`src/rtl/jpeg_pkg.sv`:
```
// Shared definitions for the JPEG back-end stages.
//   rle_sched_state_e : block scheduler FSM states
//   COMP_Y/CB/CR      : 2-bit component IDs carried on tid
//   BLOCK_LEN, BEAT_W : 8x8 block length in beats and beat counter width
package jpeg_pkg;

  typedef enum logic [2:0] {
    ST_IDLE = 3'd0,
    ST_Y    = 3'd1,
    ST_CB   = 3'd2,
    ST_CR   = 3'd3,
    ST_DONE = 3'd4
  } rle_sched_state_e;

  localparam logic [1:0] COMP_Y  = 2'd0;
  localparam logic [1:0] COMP_CB = 2'd1;
  localparam logic [1:0] COMP_CR = 2'd2;

  localparam int BLOCK_LEN = 64;
  localparam int BEAT_W    = 6;

endpackage

```
`src/rtl/rle_sched_mux.sv`:
```
// 3:1 AXI-Stream mux with one-hot select and ready steering.
// Ports:
//   sel        : one-hot select, bit 0 = Y, bit 1 = Cb, bit 2 = Cr; all-zero
//                selects nothing (valid and data forced to 0)
//   y/cb/cr_tdata, in_tvalid, in_tlast : source side, packed {cr,cb,y}
//   in_tready  : per-source ready, only the selected one follows out_tready
//   out_tdata, out_tvalid : selected stream toward the sink
//   out_tlast_src : tlast of the selected source (not forwarded as framing)
//   out_tready : sink ready
module rle_sched_mux #(
  parameter int DATA_WIDTH = 12
) (
  input  logic [2:0]                   sel,
  input  logic signed [DATA_WIDTH-1:0] y_tdata,
  input  logic signed [DATA_WIDTH-1:0] cb_tdata,
  input  logic signed [DATA_WIDTH-1:0] cr_tdata,
  input  logic [2:0]                   in_tvalid,
  input  logic [2:0]                   in_tlast,
  output logic [2:0]                   in_tready,
  output logic signed [DATA_WIDTH-1:0] out_tdata,
  output logic                         out_tvalid,
  output logic                         out_tlast_src,
  input  logic                         out_tready
);

  always_comb begin
    out_tdata     = '0;
    out_tvalid    = 1'b0;
    out_tlast_src = 1'b0;
    if (sel[0]) begin
      out_tdata     = y_tdata;
      out_tvalid    = in_tvalid[0];
      out_tlast_src = in_tlast[0];
    end else if (sel[1]) begin
      out_tdata     = cb_tdata;
      out_tvalid    = in_tvalid[1];
      out_tlast_src = in_tlast[1];
    end else if (sel[2]) begin
      out_tdata     = cr_tdata;
      out_tvalid    = in_tvalid[2];
      out_tlast_src = in_tlast[2];
    end
  end

  assign in_tready = sel & {3{out_tready}};

endmodule

```
`src/rtl/rle_block_sched.sv`:
```
// Block scheduler in front of the rle stage. Interleaves Y, Cb and Cr
// coefficient streams in MCU order (Y_PER_MCU Y blocks, one Cb, one Cr),
// framing each block as exactly 64 beats. Runs mcu_count_i MCUs per start_i.
// Ports:
//   clk_i, rst_ni        : clock, asynchronous active-low reset
//   start_i, mcu_count_i : frame start (IDLE only) and MCU count to latch
//   busy_o, frame_done_o : frame in progress / one-cycle end-of-frame pulse
//   s_axis_{y,cb,cr}_*   : component coefficient streams, zigzag order
//   m_axis_*             : merged stream; tlast = beat 63, tuser = beat 0
//                          (DC), tid = component
//   err_o                : sticky source-tlast framing error
// Build option: define RLE_SCHED_LAST_CHECK_EN to compare each accepted
// source tlast against the block position and flag mismatches on err_o.
// Without it err_o is tied to 0. Source tlast never affects sequencing.
module rle_block_sched
  import jpeg_pkg::*;
#(
  parameter int DATA_WIDTH    = 12,
  parameter int Y_PER_MCU     = 4,
  parameter int MCU_CNT_WIDTH = 16
) (
  input  logic                         clk_i,
  input  logic                         rst_ni,
  input  logic                         start_i,
  input  logic [MCU_CNT_WIDTH-1:0]     mcu_count_i,
  output logic                         busy_o,
  output logic                         frame_done_o,
  input  logic signed [DATA_WIDTH-1:0] s_axis_y_tdata,
  input  logic                         s_axis_y_tvalid,
  output logic                         s_axis_y_tready,
  input  logic                         s_axis_y_tlast,
  input  logic signed [DATA_WIDTH-1:0] s_axis_cb_tdata,
  input  logic                         s_axis_cb_tvalid,
  output logic                         s_axis_cb_tready,
  input  logic                         s_axis_cb_tlast,
  input  logic signed [DATA_WIDTH-1:0] s_axis_cr_tdata,
  input  logic                         s_axis_cr_tvalid,
  output logic                         s_axis_cr_tready,
  input  logic                         s_axis_cr_tlast,
  output logic signed [DATA_WIDTH-1:0] m_axis_tdata,
  output logic                         m_axis_tvalid,
  input  logic                         m_axis_tready,
  output logic                         m_axis_tlast,
  output logic [1:0]                   m_axis_tid,
  output logic                         m_axis_tuser,
  output logic                         err_o
);

  localparam logic [1:0]        Y_LAST    = 2'(Y_PER_MCU - 1);
  localparam logic [BEAT_W-1:0] BEAT_LAST = BEAT_W'(BLOCK_LEN - 1);

  rle_sched_state_e         state_q, state_d;
  logic [BEAT_W-1:0]        beat_q;
  logic [1:0]               yblk_q;
  logic [MCU_CNT_WIDTH-1:0] mcu_q, count_q;

  logic       active, hs, beat_last, start_ok, mcu_more, sel_last;
  logic [2:0] sel, rdy;

  assign active    = (state_q == ST_Y) || (state_q == ST_CB) || (state_q == ST_CR);
  assign sel       = {state_q == ST_CR, state_q == ST_CB, state_q == ST_Y};
  assign hs        = m_axis_tvalid && m_axis_tready;
  assign beat_last = (beat_q == BEAT_LAST);
  assign start_ok  = (state_q == ST_IDLE) && start_i;
  // One extra bit so mcu_q + 1 cannot wrap at the top of the counter range.
  assign mcu_more  = ({1'b0, mcu_q} + (MCU_CNT_WIDTH+1)'(1)) < {1'b0, count_q};

  rle_sched_mux #(
    .DATA_WIDTH(DATA_WIDTH)
  ) u_mux (
    .sel          (sel),
    .y_tdata      (s_axis_y_tdata),
    .cb_tdata     (s_axis_cb_tdata),
    .cr_tdata     (s_axis_cr_tdata),
    .in_tvalid    ({s_axis_cr_tvalid, s_axis_cb_tvalid, s_axis_y_tvalid}),
    .in_tlast     ({s_axis_cr_tlast, s_axis_cb_tlast, s_axis_y_tlast}),
    .in_tready    (rdy),
    .out_tdata    (m_axis_tdata),
    .out_tvalid   (m_axis_tvalid),
    .out_tlast_src(sel_last),
    .out_tready   (m_axis_tready)
  );

  assign {s_axis_cr_tready, s_axis_cb_tready, s_axis_y_tready} = rdy;

  // Framing is derived from the beat counter only, gated outside a frame.
  assign m_axis_tlast = active && beat_last;
  assign m_axis_tuser = active && (beat_q == '0);

  always_ff @(posedge clk_i or negedge rst_ni) begin
    if (!rst_ni) begin
      state_q <= ST_IDLE;
    end else begin
      state_q <= state_d;
    end
  end

  always_comb begin
    state_d      = state_q;
    busy_o       = 1'b0;
    frame_done_o = 1'b0;
    m_axis_tid   = COMP_Y;
    unique case (state_q)
      ST_IDLE: begin
        if (start_i) begin
          state_d = (mcu_count_i == '0) ? ST_DONE : ST_Y;
        end
      end
      ST_Y: begin
        busy_o     = 1'b1;
        m_axis_tid = COMP_Y;
        if (hs && beat_last && (yblk_q == Y_LAST)) state_d = ST_CB;
      end
      ST_CB: begin
        busy_o     = 1'b1;
        m_axis_tid = COMP_CB;
        if (hs && beat_last) state_d = ST_CR;
      end
      ST_CR: begin
        busy_o     = 1'b1;
        m_axis_tid = COMP_CR;
        if (hs && beat_last) state_d = mcu_more ? ST_Y : ST_DONE;
      end
      ST_DONE: begin
        busy_o       = 1'b1;
        frame_done_o = 1'b1;
        state_d      = ST_IDLE;
      end
      default: state_d = ST_IDLE;
    endcase
  end

  always_ff @(posedge clk_i or negedge rst_ni) begin
    if (!rst_ni) begin
      beat_q  <= '0;
      yblk_q  <= '0;
      mcu_q   <= '0;
      count_q <= '0;
    end else if (start_ok) begin
      count_q <= mcu_count_i;
      beat_q  <= '0;
      yblk_q  <= '0;
      mcu_q   <= '0;
    end else if (hs) begin
      beat_q <= beat_q + 1'b1;
      if (beat_last) begin
        if (state_q == ST_Y) yblk_q <= (yblk_q == Y_LAST) ? 2'd0 : yblk_q + 2'd1;
        if (state_q == ST_CR) mcu_q <= mcu_q + 1'b1;
      end
    end
  end

`ifdef RLE_SCHED_LAST_CHECK_EN
  logic err_q;

  always_ff @(posedge clk_i or negedge rst_ni) begin
    if (!rst_ni) begin
      err_q <= 1'b0;
    end else if (start_ok) begin
      err_q <= 1'b0;
    end else if (hs && (sel_last != beat_last)) begin
      err_q <= 1'b1;
    end
  end

  assign err_o = err_q;
`else
  logic unused_sel_last;
  assign unused_sel_last = sel_last;
  assign err_o           = 1'b0;
`endif

endmodule

```
`config.mk`:
```
export PLATFORM = sky130hd
export DESIGN_NAME = rle_block_sched
export DESIGN_NICKNAME = d
export VERILOG_FILES = /design/src/rtl/jpeg_pkg.sv /design/src/rtl/rle_sched_mux.sv /design/src/rtl/rle_block_sched.sv
export SDC_FILE = /design/constraint.sdc
export NUM_CORES = 1
export LEC_CHECK = 0
export CAP_MARGIN = 20
export CORE_MARGIN = 2
export CORE_UTILIZATION = 52
export DETAILED_ROUTE_END_ITERATION = 10
export PLACE_DENSITY = 0.86
export SETUP_SLACK_MARGIN = 0.1
export SLEW_MARGIN = 25
export SYNTH_ARGS = -nofsm -noshare
export SYNTH_HDL_FRONTEND = slang
export SYNTH_SLANG_ARGS = --single-unit
```
`constraint.sdc`:
```
create_clock -name clk_i -period 4.45 [get_ports clk_i]
set_input_delay 0.89 -clock clk_i [delete_from_list [all_inputs] [get_ports clk_i]]
set_output_delay 0.89 -clock clk_i [all_outputs]
set_load 0.1 [all_outputs]
```
==> flow_metrics.env, run 1 <==
export IMPL_yosysWarningCount=0
export IMPL_cts_path_max_buffers=2
export IMPL_max_stage_delay_ns=0.66
export IMPL_fmax_mhz=289
export IMPL_vias_per_cell=5.41
export IMPL_cts_hold_buffers=0
export IMPL_grt_overflow=0
export IMPL_crit_slowest_cell="nor3_1"
export IMPL_hp_start="count_q[0]"
export IMPL_cp_arrival_ns=3.65
export IMPL_layout_commonest_cell="clkdlybuf4s50_1"
export IMPL_yosysUniqueCellTypes=46
export IMPL_syn_inst=356
export IMPL_avgRoutedWirePerCell_um=14.6
export IMPL_dieArea_um2=6400
export IMPL_post_cts_resized=0
export IMPL_num_rows=27
export IMPL_pin_count=85
export IMPL_fin_crit_sh_pct=77.7
export IMPL_critPathLaunchType="flop"
export IMPL_drt_wl_total_um=7320
export IMPL_instances_no_fill=500
export IMPL_ys_seq_area_share_pct=35.8
export IMPL_leakage_uw=0.00186
export IMPL_synth_area_um2=3000
export IMPL_finalNetCount=509
export IMPL_run_status="finished, final reports clean"
export IMPL_grt_pass1_vias=2554
export IMPL_post_cts_buffers=0
export IMPL_crit_required_ns=4.64
export IMPL_cp_startpoint="mcu_q[0]"
export IMPL_synthFlopType="dfrtp_1"
export IMPL_die_y_um=80.0
export IMPL_fp_dieW_um=80.0
export IMPL_antenna_found_initial=0
export IMPL_clk_pin_slew_ns=0.08
export IMPL_first_iter_violations=181
export IMPL_fin_setup_tns_ns=0
export IMPL_final_cell_mix="clkdlybuf4s50_1, dfrtp_1, nand2_1"
export IMPL_reg2reg_from="mcu_q[0]"
export IMPL_avgSynthCellArea_um2=8.43
export IMPL_final_layout_size_suffix_gt1_share_pct=10.0
export IMPL_place_hpwl_um=5530
export IMPL_min_path_type="reg -> reg"
export IMPL_grt_use_total_pct=23.0
export IMPL_worst_slack_ns=0.993
export IMPL_worstMarginPinSlew_ns=0.845
export IMPL_grt_pass1_wl_um=11700
export IMPL_cts_tree="done"
export IMPL_cts_sinks=43
export IMPL_antenna_left=0
export IMPL_drv_cap=0
export IMPL_finalHoldViolCount=0
export IMPL_cts_root_buffer="clkbuf_8"
export IMPL_crit_type="reg -> reg"
export IMPL_numCtsBuffers=5
export IMPL_dr_pass1_iters=4
export IMPL_worst_path_max_fanout=6
export IMPL_synth_async_reset_ratio_pct=100
export IMPL_ir_drop_mv=0.176
export IMPL_skew_ns=0.0110
export IMPL_htree_num_levels=2
export IMPL_grt_max_degree=44
export IMPL_synth_edf_count=0
export IMPL_placedCellCount=493
export IMPL_slew_viol_final=0
export IMPL_clk_latency_ns=0.30
export IMPL_min_period_ns=3.46
export IMPL_hold_ws_ns=0.481
export IMPL_area_growth_pct=29.3
export IMPL_vias=2705
export IMPL_portBuffers=80
export IMPL_gp_congestion=0.866
export IMPL_synth_seq_cells=43
export IMPL_power_density_nw_per_um2=257
export IMPL_diodes=0
export IMPL_start_util_pct=54.2
export IMPL_relSlewSlack_pct=43.7
export IMPL_synth_fp_nets=437
export IMPL_core_um2=5540
export IMPL_rsz0062_at_grt="no"
export IMPL_place_ws_ns=1.06
export IMPL_end_kind="flop"
export IMPL_path_cells="ha_1, nand3_1, nor3_1, nand3_1, xnor2_1, ha_1, a21oi_1, o221ai_1, a211oi_1, o211ai_1, a221oi_1"
export IMPL_drc=0
export IMPL_setup_viol=0
-- per-stage QoR --
step / power [µW] / util [%] / instance area, µm²
floorplan: 612 / - / 3010
global placement: 703 / 68.1 / 3770
detailed placement: 709 / 68.1 / 3770
CTS: 1000 / 70.0 / 3880
global route: 1040 / 70.0 / 3880
finish: 996 / 70.0 / 3880
-- kinds of logic after synthesis --
group	synth area share, %
compound gates	13.7
fa+ha+maj	7.92
mux	7.54
other cells	0.125
xor+xnor	5.84
simple gates	22.8
flops	35.8
buf+inv	6.17
-- worst max-delay path, delay by kind of cell (launching register included) --
kind / cells / cell delay [ns]
DFF: 1 / 0.45
and+or+nand+nor: 3 / 1.07
xor gates and xnor gates: 1 / 0.28
adders and majority gates: 2 / 0.55
AOI/OAI and AO/OA: 5 / 1.02
-- synth_stat cells (2+ instances only) --
cell type	n	area share, %
inv_1	24	3.0
nand3_1	12	2.0
buf_4	3	0.75
a21oi_1	24	4.0
a21o_1	8	2.0
nand2_1	42	5.3
and2_1	2	0.42
mux2_4	3	1.5
clkbuf_1	11	1.4
dfrtp_1	43	36
o21ai_0	29	4.8
and4_1	2	0.58
ha_1	19	7.9
nor2b_1	2	0.42
nor3_1	8	1.3
nand3b_1	2	0.50
nor2_1	40	5.0
mux2i_1	17	5.7
nor3b_1	2	0.50
xor2_1	11	3.2
buf_6	2	0.75
nor4_1	5	1.0
nand4_1	7	1.5
a211oi_1	2	0.50
and3_1	6	1.3
o21a_1	2	0.50
xnor2_1	9	2.6
-- final timing paths --
check	end	depth (start not counted)	slack (ns)
max	state_q[0]	11	0.99
min	count_q[0]	2	0.48
max reg2reg	state_q[0]	11	0.99
min reg2reg	count_q[0]	2	0.48
max in group asynchronous	beat_q[4]	1	3.49
min in group asynchronous	count_q[0]	1	0.56
-- layout make-up --
cell class                      count  area, µm²
Inverter                           24       90.1
Clock inverter                      1       30.0
Multi-Input combinational cell    271       1760
Tap cell                           72       90.1
Fill cell                         438       1660
Timing Repair Buffer               83        766
Sequential cell                    43       1080
Clock buffer                        6       72.6
-- state kept, by name, indices dropped and copies added, names as in the netlist --
name / flops
state_q: 3
yblk_q: 2
mcu_q: 16
count_q: 16
beat_q: 6
-- metal layers --
layer / GRT usage [%] / part of all wire [%]
met3: 3.85 / 3.4
met1: 30.6 / 46
met4: 5.42 / 0.81
met5: 0 / 0
met2: 39.0 / 49
-- power by group --
group	switching, µW	total [µW]	leakage [µW]	internal (µW)
Clock	131	295	0.0000513	165
Combinational	149	249	0.00126	101
Sequential	29.2	452	0.000542	423
Total	309	996	0.00186	688
(Power assumes the default switching activity.)
==> run 2: changes to the inputs <==
CORE_UTILIZATION = 48   (was 52)
PLACE_DENSITY = 0.8   (was 0.86)
clock period = 3.35 ns   (was 4.45 ns; I/O delays follow)
==> flow_metrics.env, run 2 (synthesis results as in run 1) <==
export IMPL_final_cell_mix="clkdlybuf4s50_1, dfrtp_1, nand2_1"
export IMPL_slew_viol_final=0
export IMPL_path_common_cell="ha_1"
export IMPL_vias=2798
export IMPL_min_path_type="in -> async"
export IMPL_drc=0
export IMPL_clk_latency_ns=0.31
export IMPL_cts_path_max_buffers=2
export IMPL_critPathTopFamily="compound AO/OA/AOI/OAI gates"
export IMPL_crit_slowest_cell="dfrtp_1"
export IMPL_drt_wl_total_um=7680
export IMPL_cts_sinks=43
export IMPL_reg2reg_from="mcu_q[0]"
export IMPL_vias_per_cell=5.53
export IMPL_post_cts_buffers=0
export IMPL_fin_crit_sh_pct=86.3
export IMPL_grt_max_degree=44
export IMPL_worst_path_max_fanout=6
export IMPL_fmax_mhz=346
export IMPL_dr_pass1_iters=4
export IMPL_power_density_nw_per_um2=321
export IMPL_cts_root_buffer="clkbuf_8"
export IMPL_fin_setup_tns_ns=0
export IMPL_clk_pin_slew_ns=0.09
export IMPL_grt_overflow=0
export IMPL_post_cts_resized=0
export IMPL_reg_largest_list="count_q x16, mcu_q x16, beat_q x6"
export IMPL_diodes=0
export IMPL_first_iter_violations=160
export IMPL_worst_slack_ns=0.458
export IMPL_drv_cap=0
export IMPL_die_y_um=83.1
export IMPL_cp_startpoint="mcu_q[0]"
export IMPL_crit_type="reg -> reg"
export IMPL_place_ws_ns=0.308
export IMPL_layout_commonest_cell="clkdlybuf4s50_1"
export IMPL_run_status="finished, final reports clean"
export IMPL_num_rows=28
export IMPL_ir_drop_mv=0.374
export IMPL_n_fill_cell=470
export IMPL_fp_dieW_um=83.1
export IMPL_avgRoutedWirePerCell_um=15.2
export IMPL_place_hpwl_um=5880
export IMPL_grt_pass1_wl_um=13200
export IMPL_crit_buf_inv=1
export IMPL_path_cells="ha_1, nand3_2, nor3_1, buf_4, nand3_1, xnor2_2, ha_1, a21oi_1, o221ai_1, a211oi_2, o211ai_1, a221oi_1"
export IMPL_setup_viol=0
export IMPL_relSlewSlack_pct=60.0
export IMPL_grt_pass1_vias=2839
export IMPL_portBuffers=80
export IMPL_finalHoldViolCount=0
export IMPL_gp_congestion=0.809
export IMPL_final_layout_size_suffix_gt1_share_pct=12.3
export IMPL_end_kind="flop"
export IMPL_start_util_pct=50.1
export IMPL_max_stage_delay_ns=0.44
export IMPL_dieArea_um2=6900
export IMPL_min_period_ns=2.89
export IMPL_cts_tree="done"
export IMPL_numCtsBuffers=5
export IMPL_reg2reg_slack_ns=0.46
export IMPL_leakage_uw=0.00195
export IMPL_cp_arrival_ns=3.11
export IMPL_htree_num_levels=2
export IMPL_cts_hold_buffers=0
export IMPL_grt_use_total_pct=22.9
export IMPL_skew_ns=0.0106
export IMPL_worstMarginPinSlew_ns=0.598
export IMPL_antenna_left=0
export IMPL_area_growth_pct=38.2
export IMPL_critPathLaunchType="flop"
export IMPL_pin_count=85
export IMPL_rsz0062_at_grt="no"
export IMPL_antenna_found_initial=0
export IMPL_finalNetCount=511
export IMPL_core_um2=5990
export IMPL_crit_required_ns=3.56
## run 2: path summary, 6_finish.rpt
path,end,cells past startpoint
worst max-delay path,state_q[0],12
worst min-delay path,mcu_q[3],1
worst max register to register,state_q[0],12
worst min register to register,count_q[0],2
max in group asynchronous,mcu_q[7],1
min in group clk_i,count_q[0],2
## run 2: stage by stage
step           total power [µW]  util [%]  cell area [µm²]  std cells  hold WS (ns)
5_1_grt                    1390      69.2             4150        506         0.389
4_1_cts                    1340      68.9             4130        506         0.486
3_3_place_gp                978      67.4             4040        498         0.453
3_5_place_dp                999      67.4             4040        498         0.465
6_report                   1330      69.2             4150        506         0.338
2_1_floorplan               818         -             3030        356         0.374
## run 2: cell type report
cell class | count | area (µm²) | share of cell area, %
multi-input combinational | 271 | 1790 | 43.2
sequential | 43 | 1080 | 25.9
timing repair buffer | 85 | 1010 | 24.3
tap | 75 | 93.8 | 2.26
inverter | 24 | 90.1 | 2.17
clock buffer | 5 | 68.8 | 1.66
clock inverter | 3 | 20.0 | 0.483
## run 2: routing by layer
metal,track usage [%],vias to the layer above,wire [µm]
li1,-,1367,-
met2,39.8,69,3920
met4,7.30,0,143
met5,0,-,0
met3,3.78,14,281
met1,29.1,1348,3340
## run 2: report_power, final
| part | internal [µW] | switching [µW] |
|---|---|---|
| combinational | 172 | 214 |
| clock | 145 | 197 |
| sequential | 561 | 42.3 |
## run 2: worst register-to-register path, stage by stage, from the launching register on
cell	delay (ns)
dfrtp_1	0.44
ha_1	0.27
nand3_2	0.17
nor3_1	0.23
buf_4	0.18
nand3_1	0.13
xnor2_2	0.22
ha_1	0.29
a21oi_1	0.16
o221ai_1	0.15
a211oi_2	0.19
o211ai_1	0.13
a221oi_1	0.24
==> edit 1, RTL diff (settings of run 2) <==
Change the package constant `BEAT_W` from 6 to 12.
--- a/src/rtl/jpeg_pkg.sv
+++ b/src/rtl/jpeg_pkg.sv
@@ -18,5 +18,5 @@
 
   localparam int BLOCK_LEN = 64;
-  localparam int BEAT_W    = 6;
+  localparam int BEAT_W    = 12;
 
 endpackage
Check against the original RTL: no difference found for any inputs over 10 cycles, from zero or initial values and one cycle with rst_ni low; that may be too few to reach the edited logic, so the function may still have changed.
==> edit 1 against run 2 <==
Worst hold slack improved by 0.0046 ns. Via count increased by 8.0%. Worst setup slack got worse by 0.23 ns. Area after synthesis increased by 9.3%. Critical path depth decreased by 1. Sequential cell count increased by 6. Die area increased by 8.8%. Clock skew about the same. Sequential power increased by 10%. Routed wire length increased by 3.6%. Sequential share of layout area increased by 1.3 points. Power increased by 12%. Cell area increased by 8.6%. Largest cell class unchanged. Highest routed layer unchanged.
==> edit 1: results (changes against run 2) <==
* Outcome: completed
* Mux cell area share after synthesis at 0.0442 (-0.0312)
* Synth Area in Adders at 0.0725 (-0.00674)
* Dominant cells by area after synthesis: dfrtp_1 (37%), ha_1 (7.2%), nor2_1 (5.1%), nand2_1 (4.9%), nand3_1 (4.3%)
* Met3 wire length at 506 um (+80%)
* Sw power at 0.445 mW (-1.8%)
* First-pass GRT wire length at 12.8 mm (-3.0%)
* Syn nets at 468 (+7.1%)
* Sequential-to-total area share from yosys stat at 0.374 (+0.0153)
* Drt pass-1 iters at 5 (+1)
* DR vias at 3022 (+8.0%)
* Initial DRC Count at 157 (-1.9%)
* Pin count of the biggest net entering global routing at 45 (+2.3%)
* # fillers at 519 (+10%)
* Reg2reg path depth at 11 (-1)
* Gate Count Post-Synth at 387 (+8.7%)
* Wl on met1 at 3.45 mm (+3.1%)
* Slew margin rel. at 0.602 (+0.00239)
* Critical Path AT at 3.35 ns (+0.24 ns)
* Post-synthesis cell type count at 50 (+8.7%)
* Biggest regs: count_q (16), mcu_q (16), beat_q (12)
* Top-area cell type share of the netlist area at 0.374 (+0.0153)
* Gr usage total at 0.209 (-0.0200)
* DPL Wire Length at 6.11 mm (+3.8%)
* Peak VDD IR at 0.144 mV (-62%)
* Setup slack, reg-to-reg at 0.23 ns (-0.23 ns)
* Most frequent cells after synthesis: dfrtp_1 (49), nor2_1 (45), nand2_1 (43)
* Metal2 WL at 3.93 mm (+0.36%)
* Clock Skew at 0.0105 ns (-0.000136 ns)
## edit 1: cell types whose count changed in the layout (fill, tap and decap cells not counted), moves of 4 or more
cell	delta
a21oi_1	-5
a31o_2	+6
and3_1	+7
buf_4	+7
dfrtp_1	+5
mux2i_1	-4
nand3_1	+16
nor2_1	+4
nor3_1	-4
o21ai_0	-9
xnor2_1	+4
## edit 1: what timing repair did
| item | 4_1_cts | 5_1_grt |
|---|---|---|
| setup endpoints to repair | 1 | 1 |
| cloned | 0 | 0 |
| endpoints found under the hold margin | 0 | 0 |
| setup buffers | 0 | 1 |
| gates resized for setup | 1 | 12 |
| pin swaps | 0 | 2 |
## edit 1: layer usage
metal	global-route usage	up-vias
li1	-	1499
met1	0.262	1427
met2	0.367	89
met3	0.0371	7
met4	0.0653	0
met5	0	-
## edit 1: area by class of cell
cell class	instances	area [um2]	share of cell area
Sequential cell	49	1230	0.273
Timing Repair Buffer	91	1020	0.227
Multi-Input combinational cell	295	1960	0.435
Inverter	21	78.8	0.0175
Clock buffer	7	86.3	0.0192
Tap cell	80	100	0.0222
Clock inverter	1	30.0	0.00667
## edit 1: how the worst max path moves through the flow
stage | to | from | cells after the start
6_report | state_q[0] | mcu_q[0] | 11
5_1_grt | state_q[0] | mcu_q[0] | 11
4_1_cts | state_q[0] | mcu_q[0] | 11
3_5_place_dp | state_q[0] | mcu_q[0] | 10
3_3_place_gp | state_q[0] | mcu_q[0] | 10
2_1_floorplan | m_axis_tlast | beat_q[1] | 5
## edit 1: logic make-up after synthesis
group           Yosys count
other cells               1
flops                    49
xor+xnor                 25
mux                      14
compound gates           64
simple gates            172
fa+ha+maj                19
buf+inv                  43
## edit 1: worst max-delay path, cell delays in order (launching register included)
cell,delay [ns]
dfrtp_2,0.41
ha_2,0.21
nand4_1,0.16
buf_4,0.20
nor3_4,0.21
xnor2_2,0.16
ha_1,0.28
a21o_1,0.18
a221o_1,0.34
a31o_1,0.20
or4b_1,0.53
a21oi_1,0.16
## edit 1: power groups by stage
stage | Clock [mW] | Sequential, mW | Combinational, mW
2_1_floorplan | 0 | 0.667 | 0.216
3_3_place_gp | 0 | 0.673 | 0.372
3_5_place_dp | 0 | 0.675 | 0.384
4_1_cts | 0.447 | 0.664 | 0.385
5_1_grt | 0.467 | 0.669 | 0.410
6_report | 0.441 | 0.665 | 0.382
## edit 1: stage by stage
step | power, mW | TNS, ns | area, um2 | hold slack [ns] | worst slack, ns
after floorplan | 0.883 | -0.0647 | 3310 | 0.374 | -0.0647
after global placement | 1.04 | 0 | 4310 | 0.457 | 0.160
after detailed placement | 1.06 | 0 | 4310 | 0.475 | 0.0462
after CTS | 1.50 | 0 | 4430 | 0.359 | 0.109
after global routing | 1.55 | 0 | 4500 | 0.383 | 0.0717
final | 1.49 | 0 | 4500 | 0.343 | 0.230
==> edit 2, RTL diff (config.mk and constraints of run 2) <==
Made on the original files. Build with the macro `RLE_SCHED_LAST_CHECK_EN` defined.
--- a/src/rtl/rle_block_sched.sv
+++ b/src/rtl/rle_block_sched.sv
@@ -13,4 +13,6 @@
 // source tlast against the block position and flag mismatches on err_o.
 // Without it err_o is tied to 0. Source tlast never affects sequencing.
+`define RLE_SCHED_LAST_CHECK_EN
+
 module rle_block_sched
   import jpeg_pkg::*;
Check against the original RTL: not equivalent (Yosys sat finds a counterexample within 4 cycles, from zero or initial values and one cycle with rst_ni low).
==> edit 2 against run 2 <==
Cell count up 5.1%. Area after synthesis grew 0.33%. Synthesized cell count is 4.8% higher. Core utilization increased by 2.1 points. Cell area rose by 3.0%. Sequential cell count rose by 1. Largest power group unchanged. Power is 4.2% higher. Routed wire length increased by 2.1%. Combinational power fell by 3%. Worst setup slack worse by 0.038 ns.
==> edit 2: results (changes against run 2) <==
* Outcome: completed
* Peak VDD IR at 0.256 mV (-32%)
* Most frequent cells after synthesis: nor2_1 (60), dfrtp_1 (44), nand2_1 (41)
* Clk power at 0.399 mW (+17%)
* IO buf count at 84 (+5.0%)
* Critical path depth at 13 (+1)
* Pin count of the biggest net entering global routing at 45 (+2.3%)
* Synth Area in Adders at 0.0789 (-0.000263)
* Comb pwr share at 0.271 (-0.019)
* Setup slack after placement at 0.503 ns (+0.195 ns)
* Dominant cells by area after synthesis: dfrtp_1 (37%), ha_1 (7.9%), nor2_1 (7.5%), mux2i_1 (5.3%), nand2_1 (5.1%)
* Layout cells sized above 1 at 0.123 (-0.000432)
* Sequential-to-total area share from yosys stat at 0.366 (+0.00712)
* Gr usage total at 0.233 (+0.00333)
* DPL Wire Length at 6.16 mm (+4.7%)
* Leakage at 1.97 nW (+0.97%)
* Final worst setup slack at 0.421 ns (-0.0376 ns)
* Final nets at 537 (+5.1%)
* Crit path max-delay family: simple AND/OR/NAND/NOR gates
* Syn nets at 454 (+3.9%)
* WL per Instance at 14.7 um (-2.9%)
* Slew @ Worst Pin at 0.581 ns (-0.0178 ns)
* First-pass GRT wire length at 13.5 mm (+2.2%)
* Critical Path AT at 3.12 ns (about the same)
* Post-synthesis cell type count at 43 (-6.5%)
* Synth Area in Compound Gates at 0.153 (+0.0162)
edit 2: changes by cell type after synthesis, sizes merged, moves of 4 or more:
cell	run 2	this run
nor2	40	60
nor3	8	2
o31ai	1	5
a211oi	2	6
a21o	8	1
nand3	12	16
o21ai	29	35
edit 2: cells by family after synthesis:
kind of cell / after synthesis
xor gates and xnor gates: 21
adders and majority gates: 19
AOI/OAI and AO/OA: 79
muxes: 17
and+or+nand+nor: 155
DFF: 44
buffers and inverters: 38
edit 2: layout make-up:
type	count	area, um2
timing repair buffer	93	1090
clock buffer	6	72.6
clock inverter	2	35.0
sequential	44	1100
tap	75	93.8
multi-input combinational	291	1810
inverter	21	78.8
fill	475	1720
edit 2: metal layers:
layer / vias to the layer above / share of wire / wire length (um) / track usage
met4: 0 / 0.028 / 216 / 0.0894
met5: - / 0 / 0 / 0
met3: 20 / 0.073 / 572 / 0.0656
li1: 1446 / - / - / -
met1: 1380 / 0.40 / 3150 / 0.262
met2: 110 / 0.50 / 3910 / 0.415
edit 2: per-stage QoR:
step | hold slack [ns] | cell area [um2] | power [mW] | std cells
3_3_place_gp | 0.461 | 4160 | 0.985 | 524
5_1_grt | 0.395 | 4270 | 1.45 | 532
4_1_cts | 0.481 | 4270 | 1.39 | 532
3_5_place_dp | 0.459 | 4160 | 1.00 | 524
6_report | 0.351 | 4270 | 1.39 | 532
2_1_floorplan | 0.374 | 3050 | 0.820 | 373
edit 2: worst reg2reg max path, stage by stage, from the launching register on:
cell and delay [ns]:
dfrtp_1 0.43, ha_1 0.26, nand3_1 0.23, nor4_1 0.32, buf_4 0.18, and3_1 0.21
xor2_1 0.20, ha_1 0.28, nand3_1 0.09, nand2_1 0.05, a31oi_1 0.15, o21a_1 0.17
a21oi_1 0.08, o21a_1 0.18
